## src/rtl/uart_pkg.sv

```systemverilog
`default_nettype none
`timescale 1ns/1ps
// ============================================================================
//  Module      : uart_pkg
//  Description : Shared types and constants for the buffered UART transmitter:
//                FSM state encoding, clocks-per-bit rounding, CR/LF bytes.
//  Revision    : 1.0  initial release
// ============================================================================
package uart_pkg;

    typedef enum logic [1:0] {
        IDLE  = 2'd0,
        START = 2'd1,
        DATA  = 2'd2,
        STOP  = 2'd3
    } uart_state_t;

    localparam logic [7:0] C_CR = 8'h0D;
    localparam logic [7:0] C_LF = 8'h0A;

    // Clocks per bit, rounded to the nearest integer.
    function automatic int unsigned baud_div(input int unsigned clk_hz,
                                             input int unsigned baud);
        return (clk_hz + baud / 2) / baud;
    endfunction

endpackage

`default_nettype wire

```

## src/rtl/uart_tx_fifo_if.sv

```systemverilog
`default_nettype none
`timescale 1ns/1ps
// ============================================================================
//  Module      : uart_tx_fifo_if
//  Description : Byte write port of the buffered UART transmitter. The CPU
//                side (master) strobes bytes in and watches the status flags.
//  Revision    : 1.0  initial release
// ============================================================================
interface uart_tx_fifo_if;
    logic       wr;
    logic [7:0] data;
    logic       full;
    logic       busy;
    logic       overflow;

    modport master (output wr, output data, input full, input busy, input overflow);
    modport slave  (input wr, input data, output full, output busy, output overflow);
endinterface

`default_nettype wire

```

## src/rtl/uart_fifo.sv

```systemverilog
`default_nettype none
`timescale 1ns/1ps
// ============================================================================
//  Module      : uart_fifo
//  Description : DEPTH x 8 register FIFO with first-word-fall-through read
//                data, registered full flag and an occupancy count.
//  Revision    : 1.0  initial release
// ============================================================================
module uart_fifo #(
    parameter int DEPTH = 16
) (
    input  wire logic               clk,
    input  wire logic               reset_n,
    input  wire logic               i_wr,
    input  wire logic [7:0]         i_wdata,
    input  wire logic               i_rd,
    output logic      [7:0]         o_rdata,
    output logic                    o_full,
    output logic                    o_empty,
    output logic [$clog2(DEPTH):0]  o_count
);

    localparam int                 c_aw       = $clog2(DEPTH);
    localparam logic [c_aw:0]      c_full_cnt = DEPTH[c_aw:0];
    localparam logic [c_aw:0]      c_cnt_one  = (c_aw + 1)'(1);
    localparam logic [c_aw-1:0]    c_ptr_one  = c_aw'(1);

    logic [7:0]      r_mem [DEPTH];
    logic [c_aw-1:0] r_wr_ptr;
    logic [c_aw-1:0] r_rd_ptr;
    logic [c_aw:0]   r_count;
    logic            r_full;

    logic            w_wr_acc;
    logic            w_rd_acc;
    logic [c_aw:0]   w_count_nxt;

    // A write is only taken when the registered full flag is low, so a write
    // while full is dropped even if a pop frees an entry in the same cycle.
    assign w_wr_acc = i_wr && !r_full;
    assign w_rd_acc = i_rd && (r_count != '0);

    // Next occupancy; simultaneous push and pop leave it unchanged.
    always_comb begin
        w_count_nxt = r_count;
        case ({w_wr_acc, w_rd_acc})
            2'b10:   w_count_nxt = r_count + c_cnt_one;
            2'b01:   w_count_nxt = r_count - c_cnt_one;
            default: w_count_nxt = r_count;
        endcase
    end

    // Pointers, count and registered full flag.
    always_ff @(posedge clk or negedge reset_n) begin
        if (!reset_n) begin
            r_wr_ptr <= '0;
            r_rd_ptr <= '0;
            r_count  <= '0;
            r_full   <= 1'b0;
        end else begin
            if (w_wr_acc) r_wr_ptr <= r_wr_ptr + c_ptr_one;
            if (w_rd_acc) r_rd_ptr <= r_rd_ptr + c_ptr_one;
            r_count <= w_count_nxt;
            r_full  <= (w_count_nxt == c_full_cnt);
        end
    end

    // Storage array; contents need no reset because the count gates reads.
    always_ff @(posedge clk) begin
        if (w_wr_acc) r_mem[r_wr_ptr] <= i_wdata;
    end

    assign o_rdata = r_mem[r_rd_ptr];
    assign o_full  = r_full;
    assign o_empty = (r_count == '0);
    assign o_count = r_count;

endmodule

`default_nettype wire

```

## src/rtl/uart_tx_fifo.sv

```systemverilog
`default_nettype none
`timescale 1ns/1ps
// ============================================================================
//  Module      : uart_tx_fifo
//  Description : Buffered 8N1 UART transmitter. Bytes written through the
//                slave port are queued in uart_fifo and serialised LSB first
//                on txd. Frames from a non-empty queue run back to back.
//                Optional macro UART_TX_CRLF_EN expands each LF into CR LF.
//  Revision    : 1.0  initial release
// ============================================================================
module uart_tx_fifo
    import uart_pkg::*;
#(
    parameter int CLK_HZ = 24000000,
    parameter int BAUD   = 115200,
    parameter int DEPTH  = 16
) (
    input  wire logic      clk,
    input  wire logic      reset_n,
    uart_tx_fifo_if.slave  bus,
    output logic           txd
);

    localparam int unsigned     DIV        = baud_div(CLK_HZ, BAUD);
    localparam int              c_bw       = (DIV > 1) ? $clog2(DIV) : 1;
    localparam logic [c_bw-1:0] c_div_last = c_bw'(DIV - 1);
    localparam logic [c_bw-1:0] c_baud_one = c_bw'(1);

    uart_state_t          r_state;
    uart_state_t          w_state_nxt;
    logic [c_bw-1:0]      r_baud;
    logic [c_bw-1:0]      w_baud_nxt;
    logic [2:0]           r_bit;
    logic [2:0]           w_bit_nxt;
    logic [7:0]           r_shift;
    logic [7:0]           w_shift_nxt;
    logic                 r_txd;
    logic                 w_txd_nxt;
    logic                 r_crlf;
    logic                 w_crlf_nxt;
    logic                 r_overflow;

    logic                 w_tick;
    logic                 w_pop;
    logic                 w_load;
    logic [7:0]           w_rdata;
    logic                 w_full;
    logic                 w_empty;
    logic [$clog2(DEPTH):0] w_count;

    uart_fifo #(
        .DEPTH (DEPTH)
    ) u_fifo (
        .clk     (clk),
        .reset_n (reset_n),
        .i_wr    (bus.wr),
        .i_wdata (bus.data),
        .i_rd    (w_pop),
        .o_rdata (w_rdata),
        .o_full  (w_full),
        .o_empty (w_empty),
        .o_count (w_count)
    );

    assign w_tick = (r_baud == c_div_last);

    // Next-state, baud counter, shift register and line level for the frame FSM.
    always_comb begin
        w_state_nxt = r_state;
        w_baud_nxt  = r_baud;
        w_bit_nxt   = r_bit;
        w_shift_nxt = r_shift;
        w_crlf_nxt  = r_crlf;
        w_pop       = 1'b0;
        w_load      = 1'b0;
        w_txd_nxt   = 1'b1;

        case (r_state)
            IDLE: begin
                if (!w_empty) begin
                    w_pop       = 1'b1;
                    w_load      = 1'b1;
                    w_baud_nxt  = '0;
                    w_state_nxt = START;
                end
            end
            START: begin
                if (w_tick) begin
                    w_baud_nxt  = '0;
                    w_bit_nxt   = 3'd0;
                    w_state_nxt = DATA;
                end else begin
                    w_baud_nxt  = r_baud + c_baud_one;
                end
            end
            DATA: begin
                if (w_tick) begin
                    w_baud_nxt  = '0;
                    w_shift_nxt = {1'b0, r_shift[7:1]};
                    if (r_bit == 3'd7) w_state_nxt = STOP;
                    else               w_bit_nxt   = r_bit + 3'd1;
                end else begin
                    w_baud_nxt  = r_baud + c_baud_one;
                end
            end
            STOP: begin
                if (w_tick) begin
                    w_baud_nxt = '0;
                    if (r_crlf) begin
                        // Second half of an expanded LF: no pop, queue untouched.
                        w_shift_nxt = C_LF;
                        w_crlf_nxt  = 1'b0;
                        w_state_nxt = START;
                    end else if (!w_empty) begin
                        w_pop       = 1'b1;
                        w_load      = 1'b1;
                        w_state_nxt = START;
                    end else begin
                        w_state_nxt = IDLE;
                    end
                end else begin
                    w_baud_nxt = r_baud + c_baud_one;
                end
            end
            default: w_state_nxt = IDLE;
        endcase

        if (w_load) begin
`ifdef UART_TX_CRLF_EN
            if (w_rdata == C_LF) begin
                w_shift_nxt = C_CR;
                w_crlf_nxt  = 1'b1;
            end else begin
                w_shift_nxt = w_rdata;
            end
`else
            w_shift_nxt = w_rdata;
`endif
        end

        // Line level follows the state being entered so txd is a clean flop output.
        case (w_state_nxt)
            START:   w_txd_nxt = 1'b0;
            DATA:    w_txd_nxt = w_shift_nxt[0];
            default: w_txd_nxt = 1'b1;
        endcase
    end

    // FSM state, datapath registers and registered serial output.
    always_ff @(posedge clk or negedge reset_n) begin
        if (!reset_n) begin
            r_state <= IDLE;
            r_baud  <= '0;
            r_bit   <= 3'd0;
            r_shift <= 8'h00;
            r_crlf  <= 1'b0;
            r_txd   <= 1'b1;
        end else begin
            r_state <= w_state_nxt;
            r_baud  <= w_baud_nxt;
            r_bit   <= w_bit_nxt;
            r_shift <= w_shift_nxt;
            r_crlf  <= w_crlf_nxt;
            r_txd   <= w_txd_nxt;
        end
    end

    // Sticky overflow: any write attempted while the queue reports full.
    always_ff @(posedge clk or negedge reset_n) begin
        if (!reset_n) r_overflow <= 1'b0;
        else if (bus.wr && w_full) r_overflow <= 1'b1;
    end

    assign txd          = r_txd;
    assign bus.full     = w_full;
    assign bus.overflow = r_overflow;
    assign bus.busy     = (r_state != IDLE) || (w_count != '0);

endmodule

`default_nettype wire

```

## src/flat_wrapper.sv

```systemverilog
// flat-port wrapper written by rule: the top's interface ports become plain ports
module uart_tx_fifo_flat import uart_pkg::*;
#(
    parameter int CLK_HZ = 24000000,
    parameter int BAUD   = 115200,
    parameter int DEPTH  = 16
)
  (clk, reset_n, txd, bus_wr, bus_data, bus_full, bus_busy, bus_overflow);
  uart_tx_fifo_if bus_i ();
  input  wire logic clk;
  input  wire logic reset_n;
  output logic txd;
  input wire logic [$bits(bus_i.wr)-1:0] bus_wr;
  input wire logic [$bits(bus_i.data)-1:0] bus_data;
  output wire logic [$bits(bus_i.full)-1:0] bus_full;
  output wire logic [$bits(bus_i.busy)-1:0] bus_busy;
  output wire logic [$bits(bus_i.overflow)-1:0] bus_overflow;
  assign bus_i.wr = bus_wr;
  assign bus_i.data = bus_data;
  assign bus_full = bus_i.full;
  assign bus_busy = bus_i.busy;
  assign bus_overflow = bus_i.overflow;
  uart_tx_fifo #(.CLK_HZ(CLK_HZ), .BAUD(BAUD), .DEPTH(DEPTH)) u_core (.clk(clk), .reset_n(reset_n), .bus(bus_i), .txd(txd));
endmodule
```

## config.mk

```make
export PLATFORM = sky130hd
export DESIGN_NAME = uart_tx_fifo_flat
export DESIGN_NICKNAME = d
export VERILOG_FILES = /design/src/rtl/uart_pkg.sv /design/src/rtl/uart_tx_fifo_if.sv /design/src/rtl/uart_fifo.sv /design/src/rtl/uart_tx_fifo.sv /design/src/flat_wrapper.sv
export SDC_FILE = /design/constraint.sdc
export NUM_CORES = 1
export LEC_CHECK = 0
export CORE_MARGIN = 1
export CORE_UTILIZATION = 40
export CTS_CLUSTER_DIAMETER = 100
export CTS_CLUSTER_SIZE = 10
export DETAILED_ROUTE_END_ITERATION = 6
export GPL_TIMING_DRIVEN = 0
export PLACE_DENSITY_LB_ADDON = 0.15
export SETUP_SLACK_MARGIN = 0.2
export SKIP_LAST_GASP = 1
export SYNTH_ARGS = -nofsm -noshare
export SYNTH_HDL_FRONTEND = slang
export SYNTH_HIERARCHICAL = 1
export SYNTH_SLANG_ARGS = --single-unit
```

## constraint.sdc

```tcl
create_clock -name clk -period 5 [get_ports clk]
set_input_delay 1 -clock clk [delete_from_list [all_inputs] [get_ports clk]]
set_output_delay 1 -clock clk [all_outputs]
set_load 0.05 [all_outputs]
```

==> Flow_metrics.wiki <==
{| class="wikitable"
! Metric !! Value
|-
| Total cell area at the placement stage || 7450 um^2
|-
| Clock latency reported for the late side of the worst-skew pair || 0.43 ns
|-
| Capturing point of the worst reg2reg path || u_core/u_fifo/o_full$_DFF_PN0_
|-
| Hold Path Class || flip-flop to flip-flop
|-
| Post-Synthesis Cells || 417
|-
| Congestion Overflow GR || 0
|-
| Number of warnings issued by yosys || 6
|-
| Total via count after detailed routing || 3732
|-
| Met2 capacity usage during global routing || 0.269
|-
| Number of antenna-violating nets in the routed design || 0
|-
| Routing usage on met1 || 0.233
|-
| Setup slack on the worst flop-to-flop path || 0.84 ns
|-
| Static leakage || 2.85 nW
|-
| Data arrival time of the critical path || 4.50 ns
|-
| Source of the worst register-to-register timing path || u_core/u_fifo/o_count[0]$_DFF_PN0_
|-
| Crit end category || flip-flop
|-
| Critical path data required time || 5.34 ns
|-
| Hold path endpoint || u_core/bus.overflow$_DFFE_PN0P_
|-
| Routing layer with the top usage in global route || met2
|-
| Final core area utilization || 0.467
|-
| Cell row count || 48
|-
| Number of cells upsized or downsized after cts || 0
|-
| Timing-limited maximum frequency || 240 MHz
|-
| Area of the die || 18100 um^2
|-
| DP HPWL || 9150 um
|-
| Hold violation count in the final report || 0
|-
| Count of filler cells inserted in the layout || 1464
|-
| Final instance count without filler cells || 688
|-
| Overall track demand over capacity in global routing || 0.171
|-
| TritonCTS clock tree || yes
|-
| Post-synth EDFFs || 128
|-
| Headroom to the max-slew limit || 0.0900
|-
| Count of unique library cells instantiated by Yosys || 58
|-
| Total design power || 4.50 mW
|-
| Crit path cell chain || or4_4, nor2_1, nor3b_1, a32oi_2, inv_1, buf_2, o21a_4, ha_1, ha_1, a21oi_1, a21boi_0, or4_4, a211oi_2
|-
| Ys async rst share || 0.224
|-
| Final cycle utilization of the critical path || 0.833
|-
| Mean instance size in the synthesized netlist || 16.9 um^2
|-
| Depth of the worst register-to-register path || 13
|-
| Global-route wire length before repair || 22000 um
|-
| Layout Nets || 480
|-
| Final setup violation count || 0
|-
| Setup repair after global routing missed its margin || no
|-
| Post-route minimum period || 4.16 ns
|-
| Clock tree sinks || 165
|-
| Routed length per placed instance || 20.6 um
|-
| Number of synthesized register bits || 165
|-
| Cell area after technology mapping || 7040 um^2
|-
| Top_reg_cell synth || edfxtp_1
|-
| Via count of the first global-routing pass || 3839
|-
| CTS H-Tree Depth || 4
|-
| Initial antenna violation count || 0
|-
| RD Place Congestion || 0.756
|-
| Area Overhead vs Synth || 14.3%
|-
| Total detailed-routing wirelength || 14200 um
|-
| Dominant delay contributor by cell family on the critical path || simple AND/OR/NAND/NOR gates
|-
| Post-Route Setup TNS || 0 ns
|-
| Number of ports placed on the die boundary || 15
|-
| Post-CTS Hold Fix Bufs || 0
|-
| Number of violations of the max-capacitance limit || 0
|-
| Synthesized net count || 446
|-
| Number of violations reported at the end of detailed-routing iteration 0 || 327
|-
| Outcome || complete, no violations
|-
| Top cells by area, synth || edfxtp_1 55%, dfrtp_1 13%, mux4_2 7.4%
|-
| Final design instance area without fill || 8040 um^2
|-
| Highest ir drop seen on vdd || 314 uV
|-
| Critical path peak fanout || 10
|-
| Pre-antenna DRT Iters || 4
|-
| TritonCTS Buffers || 17
|-
| Area share of the largest cell type after synthesis || 0.546
|-
| Pwr dens || 559 nW/um^2
|-
| Vias per Instance || 5.42
|-
| Post-synthesis cell type with the largest combined area || edfxtp_1
|-
| Pins Over Slew Limit || 0
|-
| Core area || 17200 um^2
|-
| Count of antenna diodes in the layout || 0
|-
| Transition time of the tightest slew-check pin || 1.35 ns
|-
| CTS max path bufs || 2
|-
| Worst-path cell with the longest stage delay || or4_4
|-
| Hold Path Cell Cnt || 1
|-
| Initial Utilization || 0.408
|-
| Number of placed instances with taps included || 656
|-
| Die Wd || 135 um
|-
| Startpoint Class || flip-flop
|-
| Category of the critical setup timing path || flip-flop to flip-flop
|-
| CP Buf/Inv Count || 2
|-
| Buffers on Ports || 14
|-
| Share of post-route cells with drive strength above 1 || 0.175
|-
| Clock transition at the registers of the reported paths || 0.06 ns
|-
| Clock Skew || 0.0125 ns
|-
| Root Driver || clkbuf_16
|-
| GR Util met3 || 0.0413
|-
| Crit path largest cell delay || 0.55 ns
|-
| Setup Fix Bufs, Post-CTS || 0
|-
| Y dimension of the die || 135 um
|-
| Largest net degree at the start of global routing || 38
|-
| Fraction of the yosys area taken by sequential cells || 0.678
|-
| DRC violation count after routing || 0
|-
| Hold Startpoint || u_core/bus.overflow$_DFFE_PN0P_
|}
## registers in the layout (all words and copies together) (netlist names)
name	flops
u_core/bus.overflow	1
u_core/r_baud	8
u_core/r_bit	3
u_core/r_shift	8
u_core/r_state	2
u_core/txd	1
u_core/u_fifo/o_count	5
u_core/u_fifo/o_full	1
u_core/u_fifo/r_mem	128
u_core/u_fifo/r_rd_ptr	4
u_core/u_fifo/r_wr_ptr	4
## report_power, final
group / switching, mW / leakage, nW / total, mW / internal [mW]
Clock: 0.548 / 0.279 / 1.29 / 0.740
Combinational: 0.790 / 0.949 / 1.39 / 0.598
Sequential: 0.113 / 1.62 / 1.82 / 1.71
Total: 1.45 / 2.85 / 4.50 / 3.04
## logic make-up after synthesis
family | after synthesis | share of synthesized area
flip-flops | 165 | 0.678
AND/OR/NAND/NOR | 102 | 0.0724
AO/OA/AOI/OAI | 51 | 0.0564
multiplexers | 42 | 0.122
buffers and inverters | 26 | 0.0217
adder cells (fa/ha/maj) | 18 | 0.0331
XOR/XNOR | 13 | 0.0162
## final cells by class
type	instances	area, um^2	share of cell area
sequential	165	4770	0.593
multi-input combinational	226	2120	0.264
clock buffer	17	425	0.0529
tap	225	282	0.0350
clock inverter	14	150	0.0187
timing repair buffer	15	143	0.0177
buffer	19	126	0.0157
inverter	7	26.3	0.00327
## cell usage after synthesis (all sizes together), types with 2 or more instances
cell / count
ha: 17
or4: 3
nand2b: 2
nand4: 4
a32oi: 2
a21o: 4
and3: 2
and2: 3
nor4: 2
xnor2: 8
a221oi: 2
a211oi: 2
clkbuf: 8
xor2: 5
buf: 11
o21ai: 10
nor2b: 5
nor2: 29
dfrtp: 36
inv: 7
nor3: 5
mux2: 3
mux4: 32
a22o: 5
a22oi: 16
a21oi: 2
edfxtp: 128
nor3b: 2
mux2i: 7
nand3: 6
nand2: 33
## through the flow
stage	hold slack, ns	worst slack (ns)
finish	0.466	0.837
global route	0.508	0.534
detailed placement	0.449	0.828
global placement	0.443	0.859
floorplan	0.484	1.35
CTS	0.472	0.791
## how the worst max path moves through the flow
stage                                       startpoint  slack [ns]  depth (start not counted)                             end
floorplan           u_core/u_fifo/o_count[0]$_DFF_PN0_        1.35                         13  u_core/u_fifo/o_full$_DFF_PN0_
global placement    u_core/u_fifo/o_count[0]$_DFF_PN0_        0.86                         13  u_core/u_fifo/o_full$_DFF_PN0_
detailed placement  u_core/u_fifo/o_count[0]$_DFF_PN0_        0.83                         13  u_core/u_fifo/o_full$_DFF_PN0_
CTS                 u_core/u_fifo/o_count[0]$_DFF_PN0_        0.79                         13  u_core/u_fifo/o_full$_DFF_PN0_
global route        u_core/u_fifo/o_count[0]$_DFF_PN0_        0.53                         13  u_core/u_fifo/o_full$_DFF_PN0_
finish              u_core/u_fifo/o_count[0]$_DFF_PN0_        0.84                         13  u_core/u_fifo/o_full$_DFF_PN0_
## worst register-to-register path, stage by stage, from the launching register on
cell      delay (ns)
dfrtp_1         0.45
or4_4           0.55
nor2_1          0.33
nor3b_1         0.12
a32oi_2         0.35
inv_1           0.16
buf_2           0.22
o21a_4          0.16
ha_1            0.28
ha_1            0.38
a21oi_1         0.21
a21boi_0        0.14
or4_4           0.51
a211oi_2        0.22
## layer usage
layer	wire, um	share of wire	vias up
li1	-	-	1705
met1	6310	0.45	1954
met2	7170	0.51	66
met3	560	0.040	7
met4	117	0.0083	0
met5	0	0	-
## cell usage in the layout (no fill, tap or decap), types with 7 or more instances in the layout
master | netlist | layout
o21ai_0 | 10 | 10
nand2_1 | 32 | 32
clkdlybuf4s50_1 | 0 | 13
a22oi_1 | 16 | 16
nor2_1 | 28 | 28
clkbuf_16 | 0 | 17
ha_1 | 17 | 17
clkbuf_1 | 8 | 8
xnor2_1 | 8 | 8
mux2i_1 | 7 | 7
edfxtp_1 | 128 | 128
mux4_2 | 23 | 23
inv_1 | 7 | 7
dfrtp_1 | 36 | 36
mux4_1 | 9 | 9
No activity file was read; power rests on OpenSTA's default activity.
